--- config.mk ---
export PLATFORM = sky130hd
export DESIGN_NAME = ff_conv_bist_ctrl_flat
export DESIGN_NICKNAME = d
export VERILOG_FILES = /design/src/rtl/ff_conv_bist_ctrl_if.sv /design/src/rtl/ff_conv_bist_ctrl.sv /design/src/flat_wrapper.sv
export SDC_FILE = /design/constraint.sdc
export NUM_CORES = 1
export LEC_CHECK = 0
export CORE_MARGIN = 1
export CORE_UTILIZATION = 53
export CTS_CLUSTER_DIAMETER = 40
export DETAILED_ROUTE_END_ITERATION = 16
export PLACE_DENSITY = 0.81
export SYNTH_ARGS = -nofsm -noshare
export SYNTH_HDL_FRONTEND = slang
export SYNTH_SLANG_ARGS = --single-unit
--- constraint.sdc ---
create_clock -name clk -period 1.82 [get_ports clk]
set_input_delay 0.364 -clock clk [delete_from_list [all_inputs] [get_ports clk]]
set_output_delay 0.364 -clock clk [all_outputs]
set_load 0.01 [all_outputs]
--- src/rtl/ff_conv_bist_ctrl_if.sv ---
// Signal bundle between the flip-flop BIST sequencer and its environment.
// The master side is the sequencer and the slave side is the FF/test harness.
interface ff_conv_bist_ctrl_if #(
    parameter int ERR_W = 4
);
    logic             start;
    logic [1:0]       mode;
    logic             ff_a;
    logic             ff_b;
    logic             ff_rst;
    logic             ff_q;
    logic             ff_qb;
    logic             busy;
    logic             done;
    logic             pass;
    logic [ERR_W-1:0] err_count;

    modport master (
        input  start, mode, ff_q, ff_qb,
        output ff_a, ff_b, ff_rst, busy, done, pass, err_count
    );

    modport slave (
        output start, mode, ff_q, ff_qb,
        input  ff_a, ff_b, ff_rst, busy, done, pass, err_count
    );
endinterface

--- src/rtl/ff_conv_bist_ctrl.sv ---
// BIST sequencer for one converted flip-flop (JK/SR/D/T).
// Drives vectors, tracks a golden q and counts q/qb mismatches.
module ff_conv_bist_ctrl #(
    parameter int N_PASSES   = 2,
    parameter int RST_CYCLES = 2,
    parameter int ERR_W      = 4
) (
    input  logic                 clk,
    input  logic                 rst,
    ff_conv_bist_ctrl_if.master  bus
);
    localparam int PW = $clog2(N_PASSES + 1);
    localparam int RW = $clog2(RST_CYCLES + 1);

    localparam logic [1:0] M_JK = 2'd0;
    localparam logic [1:0] M_SR = 2'd1;
    localparam logic [1:0] M_D  = 2'd2;
    localparam logic [1:0] M_T  = 2'd3;

    typedef enum logic [2:0] {
        IDLE,
        RST,
        APPLY,
        CHECK,
        DONE
    } state_t;

    state_t     state;
    logic [1:0] mode_q;
    logic [1:0] v;
    logic [PW-1:0] pidx;
    logic [RW-1:0] rcnt;
    logic       exp_q;

    logic       exp_nxt;
    logic [1:0] last_v;
    logic [1:0] v_nxt;
    logic       mism;
    logic [ERR_W-1:0] err_nxt;

    function automatic logic vec_a(input logic [1:0] m, input logic [1:0] vv);
        return (m == M_JK || m == M_SR) ? vv[1] : vv[0];
    endfunction

    function automatic logic vec_b(input logic [1:0] m, input logic [1:0] vv);
        return (m == M_JK || m == M_SR) ? vv[0] : 1'b0;
    endfunction

    // SR skips v=3 so the forbidden S=R=1 is never applied
    assign last_v = (mode_q == M_SR) ? 2'd2 : 2'd3;
    assign v_nxt  = (v == last_v) ? 2'd0 : v + 2'd1;
    assign mism   = (bus.ff_q != exp_q) | (bus.ff_qb != ~exp_q);
    assign err_nxt = bus.err_count
                   + ERR_W'(mism && (bus.err_count != '1));

    always_comb begin
        exp_nxt = exp_q;
        unique case (mode_q)
            M_JK: begin
                unique case ({bus.ff_a, bus.ff_b})
                    2'b01:   exp_nxt = 1'b0;
                    2'b10:   exp_nxt = 1'b1;
                    2'b11:   exp_nxt = ~exp_q;
                    default: exp_nxt = exp_q;
                endcase
            end
            M_SR: begin
                unique case ({bus.ff_a, bus.ff_b})
                    2'b01:   exp_nxt = 1'b0;
                    2'b10:   exp_nxt = 1'b1;
                    default: exp_nxt = exp_q;
                endcase
            end
            M_D:     exp_nxt = bus.ff_a;
            M_T:     exp_nxt = bus.ff_a ? ~exp_q : exp_q;
            default: exp_nxt = exp_q;
        endcase
    end

    always_ff @(posedge clk) begin
        if (rst) begin
            state         <= IDLE;
            mode_q        <= M_JK;
            v             <= 2'd0;
            pidx          <= '0;
            rcnt          <= '0;
            exp_q         <= 1'b0;
            bus.ff_a      <= 1'b0;
            bus.ff_b      <= 1'b0;
            bus.ff_rst    <= 1'b1;
            bus.busy      <= 1'b0;
            bus.done      <= 1'b0;
            bus.pass      <= 1'b0;
            bus.err_count <= '0;
        end else begin
            bus.done <= 1'b0;
            unique case (state)
                IDLE: begin
                    bus.ff_rst <= 1'b1;
                    bus.ff_a   <= 1'b0;
                    bus.ff_b   <= 1'b0;
                    if (bus.start) begin
                        mode_q        <= bus.mode;
                        bus.err_count <= '0;
                        bus.pass      <= 1'b0;
                        bus.busy      <= 1'b1;
                        rcnt          <= '0;
                        exp_q         <= 1'b0;
                        v             <= 2'd0;
                        pidx          <= '0;
                        state         <= RST;
                    end
                end
                RST: begin
                    if (rcnt == RW'(RST_CYCLES - 1)) begin
                        bus.ff_rst <= 1'b0;
                        bus.ff_a   <= vec_a(mode_q, 2'd0);
                        bus.ff_b   <= vec_b(mode_q, 2'd0);
                        state      <= APPLY;
                    end else begin
                        rcnt <= rcnt + RW'(1);
                    end
                end
                APPLY: begin
                    exp_q <= exp_nxt;
                    state <= CHECK;
                end
                CHECK: begin
                    bus.err_count <= err_nxt;
                    v             <= v_nxt;
                    if (v == last_v && pidx == PW'(N_PASSES - 1)) begin
                        bus.busy   <= 1'b0;
                        bus.done   <= 1'b1;
                        bus.pass   <= (err_nxt == '0);
                        bus.ff_rst <= 1'b1;
                        bus.ff_a   <= 1'b0;
                        bus.ff_b   <= 1'b0;
                        state      <= DONE;
                    end else begin
                        if (v == last_v) pidx <= pidx + PW'(1);
                        bus.ff_a <= vec_a(mode_q, v_nxt);
                        bus.ff_b <= vec_b(mode_q, v_nxt);
                        state    <= APPLY;
                    end
                end
                DONE: begin
                    state <= IDLE;
                end
                default: state <= IDLE;
            endcase
        end
    end
endmodule
--- src/flat_wrapper.sv ---
// flat-port wrapper written by rule: the top's interface ports become plain ports
module ff_conv_bist_ctrl_flat 
#(
    parameter int N_PASSES   = 2,
    parameter int RST_CYCLES = 2,
    parameter int ERR_W      = 4
)
  (clk, rst, bus_start, bus_mode, bus_ff_q, bus_ff_qb, bus_ff_a, bus_ff_b, bus_ff_rst, bus_busy, bus_done, bus_pass, bus_err_count);
  ff_conv_bist_ctrl_if #(.ERR_W(ERR_W)) bus_i ();
  input  logic clk;
  input  logic rst;
  input wire logic [$bits(bus_i.start)-1:0] bus_start;
  input wire logic [$bits(bus_i.mode)-1:0] bus_mode;
  input wire logic [$bits(bus_i.ff_q)-1:0] bus_ff_q;
  input wire logic [$bits(bus_i.ff_qb)-1:0] bus_ff_qb;
  output wire logic [$bits(bus_i.ff_a)-1:0] bus_ff_a;
  output wire logic [$bits(bus_i.ff_b)-1:0] bus_ff_b;
  output wire logic [$bits(bus_i.ff_rst)-1:0] bus_ff_rst;
  output wire logic [$bits(bus_i.busy)-1:0] bus_busy;
  output wire logic [$bits(bus_i.done)-1:0] bus_done;
  output wire logic [$bits(bus_i.pass)-1:0] bus_pass;
  output wire logic [$bits(bus_i.err_count)-1:0] bus_err_count;
  assign bus_i.start = bus_start;
  assign bus_i.mode = bus_mode;
  assign bus_i.ff_q = bus_ff_q;
  assign bus_i.ff_qb = bus_ff_qb;
  assign bus_ff_a = bus_i.ff_a;
  assign bus_ff_b = bus_i.ff_b;
  assign bus_ff_rst = bus_i.ff_rst;
  assign bus_busy = bus_i.busy;
  assign bus_done = bus_i.done;
  assign bus_pass = bus_i.pass;
  assign bus_err_count = bus_i.err_count;
  ff_conv_bist_ctrl #(.N_PASSES(N_PASSES), .RST_CYCLES(RST_CYCLES), .ERR_W(ERR_W)) u_core (.clk(clk), .rst(rst), .bus(bus_i));
endmodule
==> flow_metrics.env, run 1 <==
export IMPL_cts_hold_buf=0
export IMPL_root_buffer="clkbuf_4"
export IMPL_synth_xor_area_share_pct=1.43
export IMPL_skew_ns=0.00136
export IMPL_initial_core_util_pct=56.0
export IMPL_dp_cells=190
export IMPL_die_h_um=50.1
export IMPL_max_freq_ghz=0.579
export IMPL_drv_slew=0
export IMPL_io_pins=17
export IMPL_r2r_cells=9
export IMPL_avgRoutedWirePerCell_um=14.0
export IMPL_clk_pin_slew_ns=0.12
export IMPL_synthMuxAreaShare_pct=5.00
export IMPL_area_growth_pct=21.1
export IMPL_synth_top_area_share_pct=35.9
export IMPL_min_path_cells=2
export IMPL_ys_types=42
export IMPL_path_cells="clkdlybuf4s50_1 > o21ai_1 > a21oi_1 > ha_2 > ha_4 > xor2_1 > nor4_4 > nand3_1 > mux2i_1"
export IMPL_vias_per_cell=5.80
export IMPL_finalHoldViolCount=0
export IMPL_setup_viol=0
export IMPL_fin_nets=181
export IMPL_synth_largest_area_cell="dfxtp_1"
export IMPL_syn_cell_area_um2=1230
export IMPL_clk_latency_ns=0.32
export IMPL_cts_max_level=1
export IMPL_grt_pass1_vias=1049
export IMPL_coreArea_um2=2190
export IMPL_cts_tree="done"
export IMPL_ir_drop_mv=0.562
export IMPL_synth_top_family_by_area="simple AND/OR/NAND/NOR gates"
export IMPL_num_rows=17
export IMPL_synth_warnings=0
export IMPL_portBuffers=16
export IMPL_crit_family="buffers and inverters"
export IMPL_synth_seq_cells=22
export IMPL_synthesis_instances=147
export IMPL_crit_path_start_kind="input port"
export IMPL_antenna_found_initial=0
export IMPL_grt_max_degree=13
export IMPL_wl_um=2700
export IMPL_antenna_left=0
export IMPL_grt_overflow_total=0
export IMPL_grtUsageTotal_pct=24.3
export IMPL_worst_path_stages=9
export IMPL_max_slew_margin_pct=71.3
export IMPL_cts_sinks=22
export IMPL_critPathArrivalTime_ns=1.99
export IMPL_worstMarginPinSlew_ns=0.430
export IMPL_cts_made_buffers=3
export IMPL_rsz0062_at_grt="no"
export IMPL_grt_pass1_wl_um=4520
export IMPL_outcome="completed"
export IMPL_hpwl_um=1910
export IMPL_yosys_top_cells_area="dfxtp_1 (36%), ha_1 (7.1%), nor2_1 (5.8%)"
export IMPL_antenna_cells=0
export IMPL_drive_gt1_share_pct=13.3
export IMPL_layout_setup_ws_ns=0.0915
export IMPL_ys_seq_area_share_pct=35.9
export IMPL_chipWidth_um=50.1
export IMPL_p_leak_nw=0.566
export IMPL_routabilityCongestion=0.776
export IMPL_crit_buf_inv=1
export IMPL_die_area_um2=2510
export IMPL_crit_path_end_kind="register"
export IMPL_hold_ws_ns=0.496
export IMPL_synth_compound_area_share_pct=15.2
export IMPL_firstDrtPassIters=4
export IMPL_critPathSlowestCell="clkdlybuf4s50_1"
export IMPL_period_share_pct=95.0
export IMPL_fin_util_pct=67.8
export IMPL_cts_buffer_depth=2
export IMPL_postPlaceCellArea_um2=1430
export IMPL_via_count=1120
export IMPL_avgSynthCellArea_um2=8.34
export IMPL_yosys_area_share_simple_pct=29.5
export IMPL_drt_iter0_drc=19
export IMPL_n_fill_cell=188
export IMPL_pre_cts_slack_ns=-0.414
export IMPL_power_density_nw_per_um2=602
export IMPL_crit_type="in2reg"
export IMPL_syn_nets=161
export IMPL_fin_cells=193
export IMPL_final_area_um2=1490
export IMPL_fin_crit_ns=1.73
export IMPL_crit_fanout=3
export IMPL_cap_viol_max_count=0
export IMPL_drc=0
export IMPL_min_path_type="reg2reg"
export IMPL_synthAdderAreaFrac_pct=7.14
export IMPL_crit_path_max_incr_delay_ns=0.42
export IMPL_required_ns=2.08
## metal layers
| layer | GRT usage (%) | vias to the layer above | part of all wire [%] |
|---|---|---|---|
| met1 | 26.8 | 525 | 45 |
| li1 | - | 562 | - |
| met4 | 17.6 | 0 | 3.3 |
| met5 | 0 | - | 0 |
| met2 | 40.4 | 22 | 48 |
| met3 | 5.25 | 11 | 3.9 |
## cell usage in the layout (no fill, tap or decap), drive strengths merged, types with 2 or more instances in the layout
cell / count
a21oi: 13
a22oi: 3
and2: 4
buf: 7
clkbuf: 3
clkdlybuf4s50: 15
dfxtp: 22
ha: 7
inv: 6
mux2i: 5
nand2: 10
nand2b: 4
nand3: 5
nand3b: 4
nor2: 19
nor3: 2
nor3b: 3
o21ai: 7
o31ai: 2
or3: 2
or3b: 2
or4b: 2
xor2: 2
## worst reg2reg max path: stages, from the launching register on
cell and delay (ns):
dfxtp_2 0.40, nand4_1 0.11, o21ai_1 0.08, a21oi_1 0.06
ha_2 0.21, ha_4 0.17, xor2_1 0.16, nor4_4 0.27
nand3_1 0.10, mux2i_1 0.12
## synthesized netlist by cell type (all sizes together)
library cell / count
or4b: 2
inv: 6
o21ai: 7
mux2: 1
or3: 2
nand2: 10
dfxtp: 22
and3b: 1
nand2b: 4
nand4b: 1
mux2i: 5
nor3: 2
nor2: 19
and3: 1
a22oi: 3
buf: 5
a31oi: 1
or3b: 2
nand3b: 4
nand4: 1
o2111ai: 1
nor4: 1
a31o: 1
a21oi: 13
nand3: 5
o41ai: 1
nor3b: 3
o31ai: 2
nor2b: 1
a311oi: 1
ha: 7
and2: 4
and2b: 1
xor2: 2
o211ai: 1
nor4b: 1
clkbuf: 3
## path summary, 6_finish.rpt
path                            from              end  slack (ns)
max                        bus_ff_qb  u_core.bus.pass        0.09
min                     u_core.exp_q     u_core.exp_q        0.50
max reg2reg  u_core.bus.err_count[1]  u_core.bus.pass        0.09
min reg2reg             u_core.exp_q     u_core.exp_q        0.50
## stage by stage
step / TNS (ns) / power (W)
3_5_place_dp: -0.889 / 0.000668
2_1_floorplan: 0 / 0.000624
4_1_cts: 0 / 0.000892
6_report: 0 / 0.000894
3_3_place_gp: -0.631 / 0.000663
5_1_grt: 0 / 0.000930
## registers in the layout, summed over array words and instances (netlist names), 2 cells and up
| name | cells |
|---|---|
| u_core.rcnt | 2 |
| u_core.v | 2 |
| u_core.pidx | 2 |
| u_core.state | 3 |
| u_core.mode_q | 2 |
| u_core.bus.err_count | 4 |
## what timing repair did
action / in CTS / in global routing
buffers inserted: 0 / 0
gates resized for setup: 2 / 8
pin swaps: 1 / 3
setup endpoints to repair: 1 / 1
## cell type report
class	count	area, um2	share of cell area, %
Sequential cell	22	445	30.0
Timing Repair Buffer	23	215	14.5
Multi-Input combinational cell	111	744	50.1
Clock buffer	3	22.5	1.52
Tap cell	28	35.0	2.36
Inverter	6	22.5	1.52
## power breakdown
part	internal, W	switching, W	total [W]
Clock	0.0000777	0.000154	0.000232
Sequential	0.000496	0.0000191	0.000515
Combinational	0.0000762	0.0000711	0.000147
Total	0.000650	0.000244	0.000894
## cell families (layout without fill, tap and decap cells)
logic type,Yosys count,count (layout)
multiplexers,6,6
flip-flops,22,22
XOR/XNOR,2,2
adder cells (fa/ha/maj),7,7
AND/OR/NAND/NOR,65,65
buffers and inverters,14,32
AO/OA/AOI/OAI,31,31
(Power assumes the default switching activity.)
==> run 2, diff against run 1 <==
--- a/config.mk
+++ b/config.mk
@@ -5,11 +5,14 @@
 export SDC_FILE = /design/constraint.sdc
 export NUM_CORES = 1
 export LEC_CHECK = 0
+export CELL_PAD_IN_SITES_DETAIL_PLACEMENT = 1
+export CELL_PAD_IN_SITES_GLOBAL_PLACEMENT = 1
+export CORE_ASPECT_RATIO = 0.5
 export CORE_MARGIN = 1
-export CORE_UTILIZATION = 53
+export CORE_UTILIZATION = 43
 export CTS_CLUSTER_DIAMETER = 40
 export DETAILED_ROUTE_END_ITERATION = 16
-export PLACE_DENSITY = 0.81
+export PLACE_DENSITY = 0.86
 export SYNTH_ARGS = -nofsm -noshare
 export SYNTH_HDL_FRONTEND = slang
 export SYNTH_SLANG_ARGS = --single-unit
==> constraint.sdc (replaced) <==
create_clock -name clk -period 2.2 [get_ports clk]
set_input_delay 0.44 -clock clk [delete_from_list [all_inputs] [get_ports clk]]
set_output_delay 0.44 -clock clk [all_outputs]
set_load 0.005 [all_outputs]
==> run 2 against run 1 <==
First-iteration DRC count rose by 100%. Register-to-register slack improved by 0.33 ns. Clock power rose by 8%. Non-clock buffer count fell by 4. Sequential power fell by 17%. Combinational power fell by 24%. Clock skew rose by 0.0012 ns. Critical endpoint unchanged. Power fell by 12%. Via count fell by 2.8%. Utilization fell by 13 points. Final cell count rose by 2.6%. Critical path type unchanged.
==> flow_metrics.env, run 2 (same netlist as run 1, synthesis figures left out) <==
export IMPL_crit_buf_inv=1
export IMPL_fin_crit_ns=1.99
export IMPL_antenna_cells=0
export IMPL_cts_sinks=22
export IMPL_initial_core_util_pct=46.2
export IMPL_num_rows=13
export IMPL_grt_max_degree=13
export IMPL_ir_drop_mv=0.289
export IMPL_setup_viol=0
export IMPL_critPathSlowestCell="clkdlybuf4s50_1"
export IMPL_drv_slew=0
export IMPL_grt_pass1_vias=965
export IMPL_firstDrtPassIters=4
export IMPL_cts_setup_buffers=0
export IMPL_p_leak_nw=0.546
export IMPL_drc=0
export IMPL_period_share_pct=90.6
export IMPL_path_cells="clkdlybuf4s50_1 > nand2_1 > o21ai_0 > a21oi_1 > ha_1 > ha_1 > nor4_1 > nand3_1 > mux2i_1"
export IMPL_regMostFlops="u_core.bus.err_count"
export IMPL_cts_made_buffers=3
export IMPL_multi_input_area_um2=714
export IMPL_final_cell_mix="dfxtp_1 (22), nor2_1 (19), clkdlybuf4s50_1 (16)"
export IMPL_min_path_cells=2
export IMPL_chipWidth_um=77.5
export IMPL_power_density_nw_per_um2=546
export IMPL_startpoint="bus_ff_q"
export IMPL_reg_top3="u_core.bus.err_count (4), u_core.state (3)"
export IMPL_skew_ns=0.00259
export IMPL_outcome="completed"
export IMPL_antenna_left=0
export IMPL_crit_family="adder cells"
export IMPL_max_slew_margin_pct=73.0
export IMPL_worstMarginPinSlew_ns=0.405
export IMPL_cts_hold_buf=0
export IMPL_cts_max_level=1
export IMPL_cp_common_cell="ha_1"
export IMPL_crit_path_max_incr_delay_ns=0.48
export IMPL_crit_path_start_kind="input port"
export IMPL_hpwl_um=2200
export IMPL_crit_type="in2reg"
export IMPL_crit_fanout=2
export IMPL_final_area_um2=1450
export IMPL_fin_nets=177
export IMPL_grtUsageTotal_pct=20.2
export IMPL_worst_path_stages=9
export IMPL_crit_path_end_kind="register"
export IMPL_regArea_um2=440
export IMPL_layout_commonest_cell="dfxtp_1"
export IMPL_die_area_um2=3080
export IMPL_min_path_type="reg2reg"
export IMPL_finalHoldViolCount=0
export IMPL_die_h_um=39.8
export IMPL_clk_latency_ns=0.26
export IMPL_hold_ws_ns=0.494
export IMPL_tns_ns=0
export IMPL_cts_resized=0
export IMPL_coreArea_um2=2650
export IMPL_holdCritStartpoint="u_core.rcnt[1]"
export IMPL_postPlaceCellArea_um2=1410
export IMPL_critPathArrivalTime_ns=2.19
export IMPL_drive_gt1_share_pct=6.83
export IMPL_via_count=1089
export IMPL_n_fill_cell=335
export IMPL_io_pins=17
export IMPL_largest_reg_flops=4
export IMPL_avgRoutedWirePerCell_um=14.9
export IMPL_rr_startpoint="u_core.bus.err_count[2]"
export IMPL_grt_pass1_wl_um=4660
export IMPL_max_freq_ghz=0.502
export IMPL_fin_util_pct=54.6
export IMPL_root_buffer="clkbuf_8"
export IMPL_area_growth_pct=18.1
export IMPL_vias_per_cell=5.50
export IMPL_cts_tree="done"
export IMPL_portBuffers=16
export IMPL_antenna_found_initial=0
export IMPL_routabilityCongestion=0.819
export IMPL_clk_pin_slew_ns=0.08
export IMPL_r2r_cells=8
export IMPL_rsz0062_at_grt="no"
export IMPL_drt_iter0_drc=38
export IMPL_required_ns=2.40
export IMPL_cts_buffer_depth=2
export IMPL_cap_viol_max_count=0
export IMPL_grt_overflow_total=0
export IMPL_finalPower_w=0.000790
export IMPL_wl_um=2950
-- run 2: cell count changes in the layout (fill, tap and decap cells not counted), sizes merged --
cell / change
buf: -4
clkdlybuf4s50: +1
dlymetal6s2s: -1
-- run 2: cell type report --
class	count	area share, %
clock buffers	3	2.85
inverters	6	1.56
multi-input cells	111	49.4
flip-flops and latches	22	30.4
well taps	37	3.20
repair buffers	19	12.6
-- run 2: power breakdown --
group          internal (W)  switching [W]  total [W]
sequential         0.000410      0.0000191   0.000429
combinational     0.0000557      0.0000550   0.000111
clock              0.000122       0.000128   0.000250
-- run 2: worst min-delay path, stage by stage, from the launching register on --
cell,delay [ns]
dfxtp_1,0.33
a21oi_1,0.06
nor2_1,0.07
-- run 2: stage by stage --
stage          setup WS (ns)  std cells
2_1_floorplan          0.550        147
3_3_place_gp         -0.0156        195
3_5_place_dp         -0.0690        195
4_1_cts                0.198        198
5_1_grt               0.0585        198
6_report               0.207        198
-- run 2: worst paths after layout --
check / endpoint / slack (ns)
max: u_core.bus.pass / 0.21
min: u_core.rcnt[1] / 0.49
max reg2reg: u_core.bus.pass / 0.42
min reg2reg: u_core.rcnt[1] / 0.49
-- run 2: metal layers --
layer	global-route usage [%]	routed length, um
met5	0	0
met4	2.83	0
met3	4.88	119
met2	35.2	1270
met1	26.4	1550
==> run 3, diff against run 2 <==
--- a/config.mk
+++ b/config.mk
@@ -10,8 +10,9 @@
 export CORE_ASPECT_RATIO = 0.5
 export CORE_MARGIN = 1
 export CORE_UTILIZATION = 43
-export CTS_CLUSTER_DIAMETER = 40
+export CTS_CLUSTER_DIAMETER = 150
 export DETAILED_ROUTE_END_ITERATION = 16
+export GPL_TIMING_DRIVEN = 0
 export PLACE_DENSITY = 0.86
 export SYNTH_ARGS = -nofsm -noshare
 export SYNTH_HDL_FRONTEND = slang
==> run 3 against run 2 <==
Wire length up 4.9%. Non-clock buffer count grew 5. First-iteration DRC count is 87% higher. Critical path depth is the same. Final cell count is 2.5% higher. Critical endpoint unchanged. Largest power group unchanged.
==> flow_metrics.env, run 3 (same netlist as run 1, synthesis figures left out) <==
export IMPL_outcome="completed"
export IMPL_worstMarginPinSlew_ns=0.531
export IMPL_antenna_cells=0
export IMPL_finalHoldViolCount=0
export IMPL_die_h_um=39.8
export IMPL_worstHoldEndpoint="u_core.bus.pass"
export IMPL_r2r_cells=8
export IMPL_firstDrtPassIters=4
export IMPL_crit_type="in2reg"
export IMPL_clk_pin_slew_ns=0.08
export IMPL_skew_ns=0.00176
export IMPL_crit_path_start_kind="input port"
export IMPL_cts_setup_buffers=0
export IMPL_crit_path_end_kind="register"
export IMPL_cts_sinks=22
export IMPL_coreArea_um2=2650
export IMPL_grt_pass1_wl_um=5100
export IMPL_fin_crit_ns=2.06
export IMPL_routabilityCongestion=0.794
export IMPL_crit_fanout=2
export IMPL_max_freq_ghz=0.487
export IMPL_grtUsageTotal_pct=22.8
export IMPL_crit_buf_inv=1
export IMPL_power_density_nw_per_um2=542
export IMPL_max_slew_margin_pct=64.6
export IMPL_drc=0
export IMPL_p_leak_nw=0.564
export IMPL_cap_viol_max_count=0
export IMPL_reg_top3="u_core.bus.err_count (4), u_core.state (3)"
export IMPL_ir_drop_mv=0.412
export IMPL_crit_family="adder cells"
export IMPL_drive_gt1_share_pct=8.43
export IMPL_io_pins=17
export IMPL_critPathArrivalTime_ns=2.25
export IMPL_final_cell_mix="dfxtp_1 (22), nor2_1 (19), clkdlybuf4s50_1 (16)"
export IMPL_grt_max_degree=12
export IMPL_cts_hold_buf=0
export IMPL_via_count=1117
export IMPL_r2r_slack_ns=0.34
export IMPL_antenna_found_initial=0
export IMPL_regMostFlops="u_core.bus.err_count"
export IMPL_cts_buffer_depth=2
export IMPL_setup_viol=0
export IMPL_avgRoutedWirePerCell_um=15.2
export IMPL_multi_input_area_um2=721
export IMPL_root_buffer="clkbuf_8"
export IMPL_crit_path_max_incr_delay_ns=0.48
export IMPL_fin_nets=182
export IMPL_grt_overflow_total=0
export IMPL_holdCritStartpoint="u_core.bus.pass"
export IMPL_drt_iter0_drc=71
export IMPL_hpwl_um=2330
export IMPL_die_area_um2=3080
export IMPL_cts_tree="done"
export IMPL_cts_made_buffers=3
export IMPL_path_cells="clkdlybuf4s50_1 > nand2_1 > o21ai_0 > a21oi_1 > ha_1 > ha_1 > nor4_2 > nand3_1 > mux2i_1"
export IMPL_cts_resized=0
export IMPL_cp_common_cell="ha_1"
export IMPL_area_growth_pct=20.7
export IMPL_timing_rr_end="u_core.bus.pass"
export IMPL_rr_startpoint="u_core.bus.err_count[2]"
export IMPL_drv_slew=0
export IMPL_clk_latency_ns=0.26
export IMPL_rsz0062_at_grt="no"
export IMPL_num_rows=13
export IMPL_min_path_cells=2
export IMPL_cts_max_level=1
export IMPL_grt_pass1_vias=1019
export IMPL_antenna_left=0
export IMPL_layout_commonest_cell="dfxtp_1"
export IMPL_min_path_type="reg2reg"
export IMPL_initial_core_util_pct=46.2
export IMPL_n_fill_cell=316
export IMPL_period_share_pct=93.4
export IMPL_wl_um=3090
export IMPL_chipWidth_um=77.5
export IMPL_required_ns=2.40
export IMPL_portBuffers=16
export IMPL_vias_per_cell=5.50
export IMPL_fin_util_pct=55.8
export IMPL_largest_reg_flops=4
export IMPL_regArea_um2=440
export IMPL_critPathSlowestCell="clkdlybuf4s50_1"
export IMPL_finalPower_w=0.000802
## run 3: area by class of cell
| type | instances | share of cell area [%] |
|---|---|---|
| Inverter | 6 | 1.52 |
| Timing Repair Buffer | 16 | 10.8 |
| Clock buffer | 3 | 2.79 |
| Multi-Input combinational cell | 111 | 48.7 |
| Sequential cell | 22 | 29.8 |
| Tap cell | 37 | 3.13 |
| Buffer | 8 | 3.30 |
## run 3: worst max-delay path by stage
stage / startpoint / end / cells after the start
global route: bus_ff_q / u_core.bus.pass / 9
floorplan: bus_ff_q / u_core.bus.pass / 8
CTS: bus_ff_q / u_core.bus.pass / 10
global placement: bus_ff_q / u_core.bus.pass / 9
detailed placement: bus_ff_q / u_core.bus.pass / 10
finish: bus_ff_q / u_core.bus.pass / 9
## run 3: routing by layer
layer	track usage, %	share of wire, %
met1	30.7	52
met2	38.3	45
met3	5.58	3.1
met4	2.83	0
met5	0	0
## run 3: power by group
group	leakage (nW)	total, W	switching (W)	internal (W)
clock network	0.0216	0.000251	0.000128	0.000122
logic	0.364	0.000135	0.0000709	0.0000638
registers	0.178	0.000417	0.00000722	0.000410
## run 3: stage by stage
| step | TNS (ns) | hold WS (ns) | cells | cell area [um2] | setup WS (ns) |
|---|---|---|---|---|---|
| 6_report | 0 | 0.481 | 203 | 1480 | 0.145 |
| 5_1_grt | 0 | 0.511 | 203 | 1480 | 0.00367 |
| 4_1_cts | 0 | 0.485 | 203 | 1470 | 0.104 |
| 3_5_place_dp | -0.137 | 0.475 | 200 | 1430 | -0.137 |
| 3_3_place_gp | -0.169 | 0.467 | 200 | 1430 | -0.169 |
| 2_1_floorplan | 0 | 0.454 | 147 | 1230 | 0.550 |
## run 3: tightest hold or removal path: stages (launching register included)
cell,delay [ns]
dfxtp_1,0.31
nand3_1,0.06
mux2i_1,0.06
